### src/rtl/mem_access_stage_if.sv
// Data-memory bus between the MEM stage (master) and the data memory (slave).
// Request/acknowledge bus for single data-memory accesses.
interface mem_access_stage_if;
    // Handshake: mem_req is the valid. Once it rises, mem_we/mem_addr/mem_wdata/mem_wmask
    // stay stable until the cycle mem_ack (the ready) is high; a transfer completes on that
    // edge, and for reads mem_rdata must be valid in the same ack cycle. mem_ack without
    // mem_req is ignored.
    logic        mem_req;
    logic        mem_we;
    logic [31:0] mem_addr;
    logic [31:0] mem_wdata;
    logic [3:0]  mem_wmask;
    logic        mem_ack;
    logic [31:0] mem_rdata;

    modport master (
        output mem_req, mem_we, mem_addr, mem_wdata, mem_wmask,
        input  mem_ack, mem_rdata
    );

    modport slave (
        input  mem_req, mem_we, mem_addr, mem_wdata, mem_wmask,
        output mem_ack, mem_rdata
    );
endinterface

### src/rtl/mem_access_stage.sv
// MEM pipeline stage: runs loads/stores over the req/ack bus, stalls the pipe while busy,
// and registers the MEM_WB bundle. Define MEM_MISALIGN_TRAP_EN to trap misaligned accesses.
module mem_access_stage #(
    parameter int unsigned TIMEOUT = 255
) (
    input  logic        clk,
    input  logic        Rst,
    input  logic        dbg,
    input  logic [31:0] EX_MEM_alures,
    input  logic [31:0] EX_MEM_storedata,
    input  logic [4:0]  EX_MEM_rd,
    input  logic        EX_MEM_regwrite,
    input  logic        EX_MEM_memread,
    input  logic        EX_MEM_memwrite,
    input  logic [2:0]  EX_MEM_funct3,
    input  logic        EX_MEM_CSR_read,
    input  logic [31:0] EX_MEM_CSR,
    mem_access_stage_if.master bus,
    output logic        mem_hold,
    output logic [31:0] MEM_WB_alures,
    output logic [31:0] MEM_WB_memres,
    output logic        MEM_WB_memread,
    output logic        MEM_WB_CSR_read,
    output logic [31:0] MEM_WB_CSR,
    output logic [4:0]  MEM_WB_rd,
    output logic        MEM_WB_regwrite,
    output logic        MEM_WB_fault,
    output logic [1:0]  dbg_state_o
);

    localparam int unsigned CNT_W = (TIMEOUT > 0) ? $clog2(TIMEOUT + 1) : 1;
    localparam logic [CNT_W-1:0] CNT_LAST = CNT_W'(TIMEOUT - 1);

    typedef enum logic [1:0] {
        S_IDLE = 2'd0,
        S_BUSY = 2'd1,
        S_DONE = 2'd2
    } state_e;

    state_e           state_q, state_d;
    logic [CNT_W-1:0] cnt_q, cnt_d;
    logic             req_q, req_d;
    logic             we_q, we_d;
    logic [31:0]      addr_q, addr_d;
    logic [31:0]      wdata_q, wdata_d;
    logic [3:0]       wmask_q, wmask_d;
    logic [31:0]      rdata_q, rdata_d;
    logic             bus_fault_q, bus_fault_d;

    logic        memop;
    logic        is_b;
    logic        is_h;
    logic        trap;
    logic        timeout_hit;
    logic [1:0]  off;
    logic [31:0] st_data;
    logic [3:0]  st_mask;
    logic [31:0] ld_shift;
    logic [31:0] ld_ext;
    logic        wb_en;
    logic        wb_from_done;
    logic        wb_fault;
    logic [31:0] wb_memres;

    assign memop = EX_MEM_memread | EX_MEM_memwrite;
    // Undefined funct3 encodings fall through to word accesses.
    assign is_b  = (EX_MEM_funct3[1:0] == 2'b00);
    assign is_h  = (EX_MEM_funct3[1:0] == 2'b01);

`ifdef MEM_MISALIGN_TRAP_EN
    assign trap = memop & ((is_h & EX_MEM_alures[0]) |
                           (!is_b & !is_h & (EX_MEM_alures[1:0] != 2'b00)));
`else
    assign trap = 1'b0;
`endif

    // Lane offset at the naturally aligned position for the access size.
    assign off = is_b ? EX_MEM_alures[1:0] :
                 is_h ? {EX_MEM_alures[1], 1'b0} : 2'b00;

    assign st_data = is_b ? {4{EX_MEM_storedata[7:0]}} :
                     is_h ? {2{EX_MEM_storedata[15:0]}} : EX_MEM_storedata;
    assign st_mask = is_b ? (4'b0001 << off) :
                     is_h ? (4'b0011 << off) : 4'hF;

    assign ld_shift = rdata_q >> {off, 3'b000};
    assign ld_ext   = is_b ? {{24{~EX_MEM_funct3[2] & ld_shift[7]}}, ld_shift[7:0]} :
                      is_h ? {{16{~EX_MEM_funct3[2] & ld_shift[15]}}, ld_shift[15:0]} :
                      ld_shift;

    assign timeout_hit = (TIMEOUT != 0) && (cnt_q == CNT_LAST);

    always_comb begin
        state_d     = state_q;
        cnt_d       = cnt_q;
        req_d       = req_q;
        we_d        = we_q;
        addr_d      = addr_q;
        wdata_d     = wdata_q;
        wmask_d     = wmask_q;
        rdata_d     = rdata_q;
        bus_fault_d = bus_fault_q;
        case (state_q)
            S_IDLE: begin
                cnt_d = '0;
                if (memop && !dbg && !trap) begin
                    state_d     = S_BUSY;
                    req_d       = 1'b1;
                    we_d        = EX_MEM_memwrite;
                    addr_d      = {EX_MEM_alures[31:2], 2'b00};
                    wdata_d     = st_data;
                    wmask_d     = EX_MEM_memwrite ? st_mask : 4'h0;
                    bus_fault_d = 1'b0;
                end
            end
            S_BUSY: begin
                cnt_d = cnt_q + 1'b1;
                // An ack in the last allowed cycle still wins over the timeout.
                if (bus.mem_ack) begin
                    rdata_d = bus.mem_rdata;
                    req_d   = 1'b0;
                    state_d = S_DONE;
                end else if (timeout_hit) begin
                    bus_fault_d = 1'b1;
                    req_d       = 1'b0;
                    state_d     = S_DONE;
                end
            end
            S_DONE: begin
                if (!dbg) begin
                    state_d = S_IDLE;
                end
            end
            default: begin
                state_d = S_IDLE;
            end
        endcase
    end

    assign mem_hold = !Rst & (((state_q == S_IDLE) & memop & !trap) |
                              (state_q == S_BUSY) |
                              ((state_q == S_DONE) & dbg));

    assign wb_en        = !dbg && !mem_hold;
    assign wb_from_done = (state_q == S_DONE);
    assign wb_fault     = wb_from_done ? bus_fault_q : trap;
    // Non-load and faulted instructions deliver zero as load data.
    assign wb_memres    = (wb_from_done && EX_MEM_memread && !bus_fault_q) ? ld_ext : 32'h0;

    always_ff @(posedge clk) begin
        if (Rst) begin
            state_q         <= S_IDLE;
            cnt_q           <= '0;
            req_q           <= 1'b0;
            we_q            <= 1'b0;
            addr_q          <= 32'h0;
            wdata_q         <= 32'h0;
            wmask_q         <= 4'h0;
            rdata_q         <= 32'h0;
            bus_fault_q     <= 1'b0;
            MEM_WB_alures   <= 32'h0;
            MEM_WB_memres   <= 32'h0;
            MEM_WB_memread  <= 1'b0;
            MEM_WB_CSR_read <= 1'b0;
            MEM_WB_CSR      <= 32'h0;
            MEM_WB_rd       <= 5'd0;
            MEM_WB_regwrite <= 1'b0;
            MEM_WB_fault    <= 1'b0;
        end else begin
            state_q     <= state_d;
            cnt_q       <= cnt_d;
            req_q       <= req_d;
            we_q        <= we_d;
            addr_q      <= addr_d;
            wdata_q     <= wdata_d;
            wmask_q     <= wmask_d;
            rdata_q     <= rdata_d;
            bus_fault_q <= bus_fault_d;
            if (wb_en) begin
                MEM_WB_alures   <= EX_MEM_alures;
                MEM_WB_memres   <= wb_memres;
                MEM_WB_memread  <= EX_MEM_memread;
                MEM_WB_CSR_read <= EX_MEM_CSR_read;
                MEM_WB_CSR      <= EX_MEM_CSR;
                MEM_WB_rd       <= EX_MEM_rd;
                MEM_WB_regwrite <= EX_MEM_regwrite & !wb_fault;
                MEM_WB_fault    <= wb_fault;
            end
        end
    end

    assign bus.mem_req   = req_q;
    assign bus.mem_we    = we_q;
    assign bus.mem_addr  = addr_q;
    assign bus.mem_wdata = wdata_q;
    assign bus.mem_wmask = wmask_q;
    assign dbg_state_o   = state_q;

endmodule

### src/flat_wrapper.sv
// flat-port wrapper written by rule: the top's interface ports become plain ports
module mem_access_stage_flat 
#(
    parameter int unsigned TIMEOUT = 255
)
  (clk, Rst, dbg, EX_MEM_alures, EX_MEM_storedata, EX_MEM_rd, EX_MEM_regwrite, EX_MEM_memread, EX_MEM_memwrite, EX_MEM_funct3, EX_MEM_CSR_read, EX_MEM_CSR, mem_hold, MEM_WB_alures, MEM_WB_memres, MEM_WB_memread, MEM_WB_CSR_read, MEM_WB_CSR, MEM_WB_rd, MEM_WB_regwrite, MEM_WB_fault, dbg_state_o, bus_mem_req, bus_mem_we, bus_mem_addr, bus_mem_wdata, bus_mem_wmask, bus_mem_ack, bus_mem_rdata);
  mem_access_stage_if bus_i ();
  input  logic clk;
  input  logic Rst;
  input  logic dbg;
  input  logic [31:0] EX_MEM_alures;
  input  logic [31:0] EX_MEM_storedata;
  input  logic [4:0] EX_MEM_rd;
  input  logic EX_MEM_regwrite;
  input  logic EX_MEM_memread;
  input  logic EX_MEM_memwrite;
  input  logic [2:0] EX_MEM_funct3;
  input  logic EX_MEM_CSR_read;
  input  logic [31:0] EX_MEM_CSR;
  output logic mem_hold;
  output logic [31:0] MEM_WB_alures;
  output logic [31:0] MEM_WB_memres;
  output logic MEM_WB_memread;
  output logic MEM_WB_CSR_read;
  output logic [31:0] MEM_WB_CSR;
  output logic [4:0] MEM_WB_rd;
  output logic MEM_WB_regwrite;
  output logic MEM_WB_fault;
  output logic [1:0] dbg_state_o;
  output wire logic [$bits(bus_i.mem_req)-1:0] bus_mem_req;
  output wire logic [$bits(bus_i.mem_we)-1:0] bus_mem_we;
  output wire logic [$bits(bus_i.mem_addr)-1:0] bus_mem_addr;
  output wire logic [$bits(bus_i.mem_wdata)-1:0] bus_mem_wdata;
  output wire logic [$bits(bus_i.mem_wmask)-1:0] bus_mem_wmask;
  input wire logic [$bits(bus_i.mem_ack)-1:0] bus_mem_ack;
  input wire logic [$bits(bus_i.mem_rdata)-1:0] bus_mem_rdata;
  assign bus_mem_req = bus_i.mem_req;
  assign bus_mem_we = bus_i.mem_we;
  assign bus_mem_addr = bus_i.mem_addr;
  assign bus_mem_wdata = bus_i.mem_wdata;
  assign bus_mem_wmask = bus_i.mem_wmask;
  assign bus_i.mem_ack = bus_mem_ack;
  assign bus_i.mem_rdata = bus_mem_rdata;
  mem_access_stage #(.TIMEOUT(TIMEOUT)) u_core (.clk(clk), .Rst(Rst), .dbg(dbg), .EX_MEM_alures(EX_MEM_alures), .EX_MEM_storedata(EX_MEM_storedata), .EX_MEM_rd(EX_MEM_rd), .EX_MEM_regwrite(EX_MEM_regwrite), .EX_MEM_memread(EX_MEM_memread), .EX_MEM_memwrite(EX_MEM_memwrite), .EX_MEM_funct3(EX_MEM_funct3), .EX_MEM_CSR_read(EX_MEM_CSR_read), .EX_MEM_CSR(EX_MEM_CSR), .bus(bus_i), .mem_hold(mem_hold), .MEM_WB_alures(MEM_WB_alures), .MEM_WB_memres(MEM_WB_memres), .MEM_WB_memread(MEM_WB_memread), .MEM_WB_CSR_read(MEM_WB_CSR_read), .MEM_WB_CSR(MEM_WB_CSR), .MEM_WB_rd(MEM_WB_rd), .MEM_WB_regwrite(MEM_WB_regwrite), .MEM_WB_fault(MEM_WB_fault), .dbg_state_o(dbg_state_o));
endmodule
### config.mk
export PLATFORM = sky130hd
export DESIGN_NAME = mem_access_stage_flat
export DESIGN_NICKNAME = d
export VERILOG_FILES = /design/src/rtl/mem_access_stage_if.sv /design/src/rtl/mem_access_stage.sv /design/src/flat_wrapper.sv
export SDC_FILE = /design/constraint.sdc
export NUM_CORES = 1
export LEC_CHECK = 0
export CAP_MARGIN = 0
export CORE_ASPECT_RATIO = 1.2
export CORE_MARGIN = 2
export CORE_UTILIZATION = 45
export CTS_BUF_LIST = sky130_fd_sc_hd__clkbuf_4
export DETAILED_ROUTE_END_ITERATION = 12
export PLACE_DENSITY = 0.82
export SETUP_SLACK_MARGIN = 0.02
export SYNTH_ARGS = -nofsm -noshare
export SYNTH_HDL_FRONTEND = slang
export SYNTH_SLANG_ARGS = --single-unit
### constraint.sdc
create_clock -name clk -period 2.22 [get_ports clk]
set_input_delay 0.444 -clock clk [delete_from_list [all_inputs] [get_ports clk]]
set_output_delay 0.444 -clock clk [all_outputs]
set_load 0.01 [all_outputs]
# Yosys cells after proc, flatten, opt, wreduce, memory -nomap -nowiden

Cells that the tools add are included.

Shift-type cells: 3
Reductions and logical operators: 17
$lt $le $gt $ge: 0
Bitwise gates (word level): 10
Add/sub/neg operators: 1
Multipliers: 0
Eq/ne operators: 9
Muxes and demuxes: 25
Div/mod/pow operators: 0

Operators with widths:

| cell                                                | number |
|---|---|
| 2-to-1 mux 32 bit                                   | 5 |
| right shift 32 x 5 -> 32 bit                        | 1 |
| case mux 8 bit (2 select lines)                     | 1 |
| 2-to-1 mux 2 bit                                    | 6 |
| 2-to-1 mux 4 bit                                    | 3 |
| adder 8 x 1 -> 8 bit, second input constant         | 1 |
| equality test 8 bit, second input constant          | 1 |
| 2-to-1 mux 1 bit                                    | 7 |
| bitwise AND 1 bit                                   | 6 |
| case mux 2 bit (3 select lines)                     | 1 |
| AND reduction 3 bit                                 | 2 |
| logical NOT 1 bit                                   | 5 |
| equality test 2 x 1 -> 1 bit, second input constant | 2 |
| logical AND 1 bit                                   | 4 |
| logical NOT 2 bit                                   | 2 |
| != test 2 x 1 -> 1 bit, second input constant       | 2 |
| != test 2 bit, second input constant                | 2 |
| case mux 1 bit (2 select lines)                     | 2 |
| AND reduction 2 bit                                 | 2 |
| AND reduction 4 bit                                 | 1 |
| left shift 1 x 2 -> 4 bit, first input constant     | 1 |
| left shift 2 x 2 -> 4 bit, first input constant     | 1 |
| != test 3 x 2 -> 1 bit, second input constant       | 1 |
| OR 1 bit                                            | 3 |
| 3 further kinds                                     | 3 |

Logic and storage cells: 82
Memories kept: 0
RAM bits: 0
Input port bits: 144
Memory bits (read-only): 0
Latch bits: 0
Bits in registers: 216
Output and inout port bits: 178

# Depth between registers and ports, before layout

Depth in word-level cells: 8
Mapped depth: 8
Depth with buffers taken out: 7

# Least setup slack after synthesis

OpenSTA, ideal clock, no wires.

Path kind: input -> register
From: input port EX_MEM_funct3[0]
To: register u_core.MEM_WB_memres[21]
Data required time: 2.101 ns
Data arrival time: 1.730 ns
Stages: 7
Library setup time: 0.119 ns
Setup slack: 0.371 ns
Cells stage by stage: buf_2 -> nand2b_1 -> or4_1 -> o221ai_2 -> o41a_1 -> buf_2 -> o21ai_1

Longest elaborated chain between the ends: 8
Elaborated cells between the ends (all ways): 10
Classes of those cells: eq/ne: 1; shift: 1; mux: 5; bitwise: 2; reduce/logical: 1

RTL lines:

| item                         | line                    | RTL |
|---|---|---|
| from (decl)                  | flat_wrapper.sv:17      | `input logic [2:0] EX_MEM_funct3;` |
| equality test 2 x 1 -> 1 bit | mem_access_stage.sv:68  | `assign is_h = (EX_MEM_funct3[1:0] == 2'b01);` |
| 2-to-1 mux 2 bit             | mem_access_stage.sv:79  | `is_h ? {EX_MEM_alures[1], 1'b0} : 2'b00;` |
| 2-to-1 mux 2 bit             | mem_access_stage.sv:78  | `assign off = is_b ? EX_MEM_alures[1:0] :` |
| right shift 32 x 5 -> 32 bit | mem_access_stage.sv:86  | `assign ld_shift = rdata_q >> {off, 3'b000};` |
| bitwise AND 1 bit            | mem_access_stage.sv:88  | `is_h ? {{16{~EX_MEM_funct3[2] & ld_shift[15]}}, ld_shift[15:0]} :` |
| 2-to-1 mux 32 bit            | mem_access_stage.sv:88  |  |
| 2-to-1 mux 32 bit *          | mem_access_stage.sv:87  | `assign ld_ext = is_b ? {{24{~EX_MEM_funct3[2] & ld_shift[7]}}, ld_shift[7:0]} :` |
| 2-to-1 mux 32 bit *          | mem_access_stage.sv:148 | `assign wb_memres = (wb_from_done && EX_MEM_memread && !bus_fault_q) ? ld_ext : 32'h0;` |
| to (signal assigned)         | mem_access_stage.sv:181 | `MEM_WB_memres <= wb_memres;` |
| to (decl)                    | mem_access_stage.sv:21  | `output logic [31:0] MEM_WB_memres,` |

Mark *: on every way between the ends. The rest lies on a longest branch, timed or not.
A chain may end at the register's enable or synchronous reset.

# Final worst setup path

From: register u_core.state_q[0], in the netlist u_core.dbg_state_o[0]
To: output port mem_hold

Longest elaborated chain between the ends: 5
Elaborated cells between the ends (all ways): 8
Classes of those cells: eq/ne: 2; bitwise: 5; reduce/logical: 1

RTL lines:

| item                   | line                    | RTL |
|---|---|---|
| from (decl)            | mem_access_stage.sv:40  | `state_e state_q, state_d;` |
| from (signal assigned) | mem_access_stage.sv:170 | `state_q <= state_d;` |
| logical NOT 2 bit      | mem_access_stage.sv:140 | `assign mem_hold = !Rst & (((state_q == S_IDLE) & memop & !trap) \|` |
| bitwise AND 1 bit      | mem_access_stage.sv:140 |  |
| OR 1 bit               | mem_access_stage.sv:140 |  |
| OR 1 bit *             | mem_access_stage.sv:141 | `(state_q == S_BUSY) \|` |
| bitwise AND 1 bit *    | mem_access_stage.sv:140 |  |
| to (decl)              | flat_wrapper.sv:20      | `output logic mem_hold;` |

Marked as above.

==> impl_metrics.env <==
export IMPL_yosysTopAreaCellShare=0.523
export IMPL_yosysUniqueCellTypes=42
export IMPL_num_rows=54
export IMPL_slew_headroom=0.420
export IMPL_antenna_found_initial=1
export IMPL_antenna_left=0
export IMPL_io_pins=322
export IMPL_powerDensity_nw_per_um2=696
export IMPL_clock_latency_ns=0.65
export IMPL_finalHoldViolations=0
export IMPL_htree_levels=2
export IMPL_grt_ovfl_total=0
export IMPL_power_leakage_uw=0.00474
export IMPL_finalSetupViolCount=0
export IMPL_drive_gt1_frac=0.101
export IMPL_clock_root_buffer="clkbuf_4"
export IMPL_fin_area_um2=12600
export IMPL_peakVddDrop_v=0.000536
export IMPL_drc=0
export IMPL_drt_wirelength_per_cell_um=16.4
export IMPL_vias_per_cell=5.15
export IMPL_final_util=0.694
export IMPL_min_period_over_period=0.949
export IMPL_crit_slowest_cell="dfxtp_4"
export IMPL_tightest_slew_ns=0.869
export IMPL_synth_edf_count=0
export IMPL_worstPathArrival_ns=1.66
export IMPL_gp_congestion=0.919
export IMPL_synth_top_area_cell="dfxtp_1"
export IMPL_clockBufferDepth=3
export IMPL_fmax_mhz=474
export IMPL_yosysSeqAreaShare=0.523
export IMPL_slowest_delay_ns=0.40
export IMPL_cp_max_fo=6
export IMPL_fin_nets=1540
export IMPL_placed_area_um2=11900
export IMPL_rsz0062_at_grt="true"
export IMPL_cts_buffers=54
export IMPL_syn_area_um2=8270
export IMPL_synth_most_common_cell="nand2_1"
export IMPL_cp_start_kind="flip-flop"
export IMPL_finClkSkew_ns=0.0364
export IMPL_port_buffer_count=319
export IMPL_firstDrtPassIters=5
export IMPL_cts_tree="built"
export IMPL_synth_ff_latch_count=216
export IMPL_maxCapViolCount=0
export IMPL_synthTopCellsByArea="dfxtp_1, nand2_1, a21oi_1"
export IMPL_grt_pass1_vias=7952
export IMPL_core_um2=18100
export IMPL_post_dp_hpwl_mm=19.6
export IMPL_syn_area_per_cell_um2=7.89
export IMPL_drt_total_wl_mm=27.1
export IMPL_crit_path_end_kind="output pin"
export IMPL_area_growth_pct=51.9
export IMPL_path_clk_slew_ns=0.07
export IMPL_fillers=1456
export IMPL_grt_total_usage=0.269
export IMPL_synth_cells=1049
export IMPL_whs_ns=0.337
export IMPL_cp_required_ns=1.78
export IMPL_ys_flop_type="dfxtp_1"
export IMPL_cp_cell_sequence="nor3_2 > or2_1 > a21oi_2 > buf_2"
export IMPL_die_area_um2=19500
export IMPL_via_count=8488
export IMPL_run_status="completed"
export IMPL_ys_warn_count=0
export IMPL_drt_initial_drc_count=541
export IMPL_die_w_um=128
export IMPL_chipHeight_um=153
export IMPL_total_power_uw=8740
export IMPL_period_minus_slack_ns=2.11
export IMPL_grt_max_degree=86
export IMPL_clock_sinks=216
export IMPL_yosys_top_cells_count="nand2_1, dfxtp_1, a21oi_1"
export IMPL_drv_slew=0
export IMPL_async_flop_share=0
export IMPL_grt_pass1_wl_mm=41.8
export IMPL_start_util=0.457
export IMPL_critical_path_class="reg -> out"
export IMPL_min_path_type="in -> reg"
stage by stage:
step                setup TNS (ns)  worst slack (ns)  cells
floorplan                        0             0.371   1050
global placement             -1.39            -0.311   1560
detailed placement           -2.76            -0.299   1560
CTS                              0            0.0409   1647
global route                     0           0.00192   1649
finish                           0             0.112   1649
cells in the final DEF (no fill, tap or decap), types with 2 or more instances in the layout:
cell and n:
buf_12 10, buf_2 2, dfxtp_4 2, clkdlybuf4s50_1 315, conb_1 2, or3_1 4, nor3b_1 2, a2bb2oi_1 8
nand4_1 2, or4_1 2, clkinv_1 9, a211oi_1 9, nand3_1 18, nand2b_1 4, nand2_1 363, mux2i_1 23
mux2_2 2, a32oi_1 7, buf_4 39, o21ai_0 21, ha_1 2, nand4b_1 2, a31oi_1 2, nor3_1 2
nor3_2 2, inv_1 7, nor2_1 40, o21bai_1 3, clkbuf_4 75, a311oi_1 8, nor2b_1 19, o21ai_1 10
a21oi_1 170, or2_2 2, xor2_1 3, dfxtp_1 214
critical path, delay by kind of cell, from the launching register on:
| kind | cells | cell delay [ns] |
|---|---|---|
| AOI/OAI and AO/OA | 1 | 0.18 |
| buffers and inverters | 1 | 0.15 |
| DFF | 1 | 0.40 |
| and+or+nand+nor | 2 | 0.31 |
what timing repair did:
item / in CTS / in global routing
gates resized for setup: 9 / 3
setup endpoints to repair: 2 / 2
setup buffers: 0 / 1
hold endpoints to repair: 1 / 0
hold buffers: 1 / 0
pin swaps: 1 / 0
state kept, by name, summed over array words and instances (netlist names):
register,count
u_core.MEM_WB_fault,1
u_core.MEM_WB_rd,5
u_core.bus.mem_wdata,32
u_core.MEM_WB_CSR_read,1
u_core.MEM_WB_memres,32
u_core.MEM_WB_CSR,32
u_core.bus.mem_addr,30
u_core.MEM_WB_alures,32
u_core.dbg_state_o,2
u_core.MEM_WB_memread,1
u_core.bus.mem_we,1
u_core.bus.mem_wmask,4
u_core.bus_fault_q,1
u_core.MEM_WB_regwrite,1
u_core.bus.mem_req,1
u_core.rdata_q,32
u_core.cnt_q,8
cell families (layout without fill, tap and decap cells):
logic type,Yosys count,after routing,share of synthesized area
XOR/XNOR,4,4,0.00424
AND/OR/NAND/NOR,467,467,0.229
other,1,3,0.000453
AO/OA/AOI/OAI,246,246,0.167
adder cells (fa/ha/maj),2,2,0.00302
buffers and inverters,88,462,0.0426
multiplexers,25,25,0.0306
flip-flops,216,216,0.523
routing by layer:
metal  track usage  vias to the layer above  routed length (µm)
met3        0.0685                       86                2070
li1              -                     4183                   -
met4         0.140                        0                1290
met5             0                        -                   0
met1         0.316                     3871               10600
met2         0.450                      348               13200
worst paths after layout:
path / slack (ns) / endpoint / startpoint / depth (start not counted)
worst min-delay path: 0.34 / u_core.rdata_q[9]$_SDFFE_PP0P_ / bus_mem_rdata[9] / 3
worst max-delay path: 0.11 / mem_hold / u_core.dbg_state_o[0]$_SDFFE_PP0P_ / 4
worst max register to register: 0.54 / u_core.MEM_WB_memres[18]$_SDFFE_PP0P_ / u_core.dbg_state_o[1]$_SDFFE_PP0P_ / 6
worst min register to register: 0.45 / u_core.MEM_WB_memres[28]$_SDFFE_PP0P_ / u_core.MEM_WB_memres[28]$_SDFFE_PP0P_ / 2
layout make-up:
cell class,count,area (µm²),area share
Tap cell,224,280,0.0223
Clock inverter,11,42.5,0.00339
Sequential cell,216,4330,0.345
Antenna cell,1,2.50,0.000199
Clock buffer,75,563,0.0448
Multi-Input combinational cell,746,3630,0.289
Timing Repair Buffer,369,3690,0.294
Inverter,7,26.3,0.00209
power by group:
group | internal [µW] | switching [µW] | total [µW]
registers | 4070 | 109 | 4180
clock network | 1530 | 1520 | 3050
logic | 790 | 720 | 1510
total | 6400 | 2350 | 8740
No activity file was read; power rests on OpenSTA's default activity.
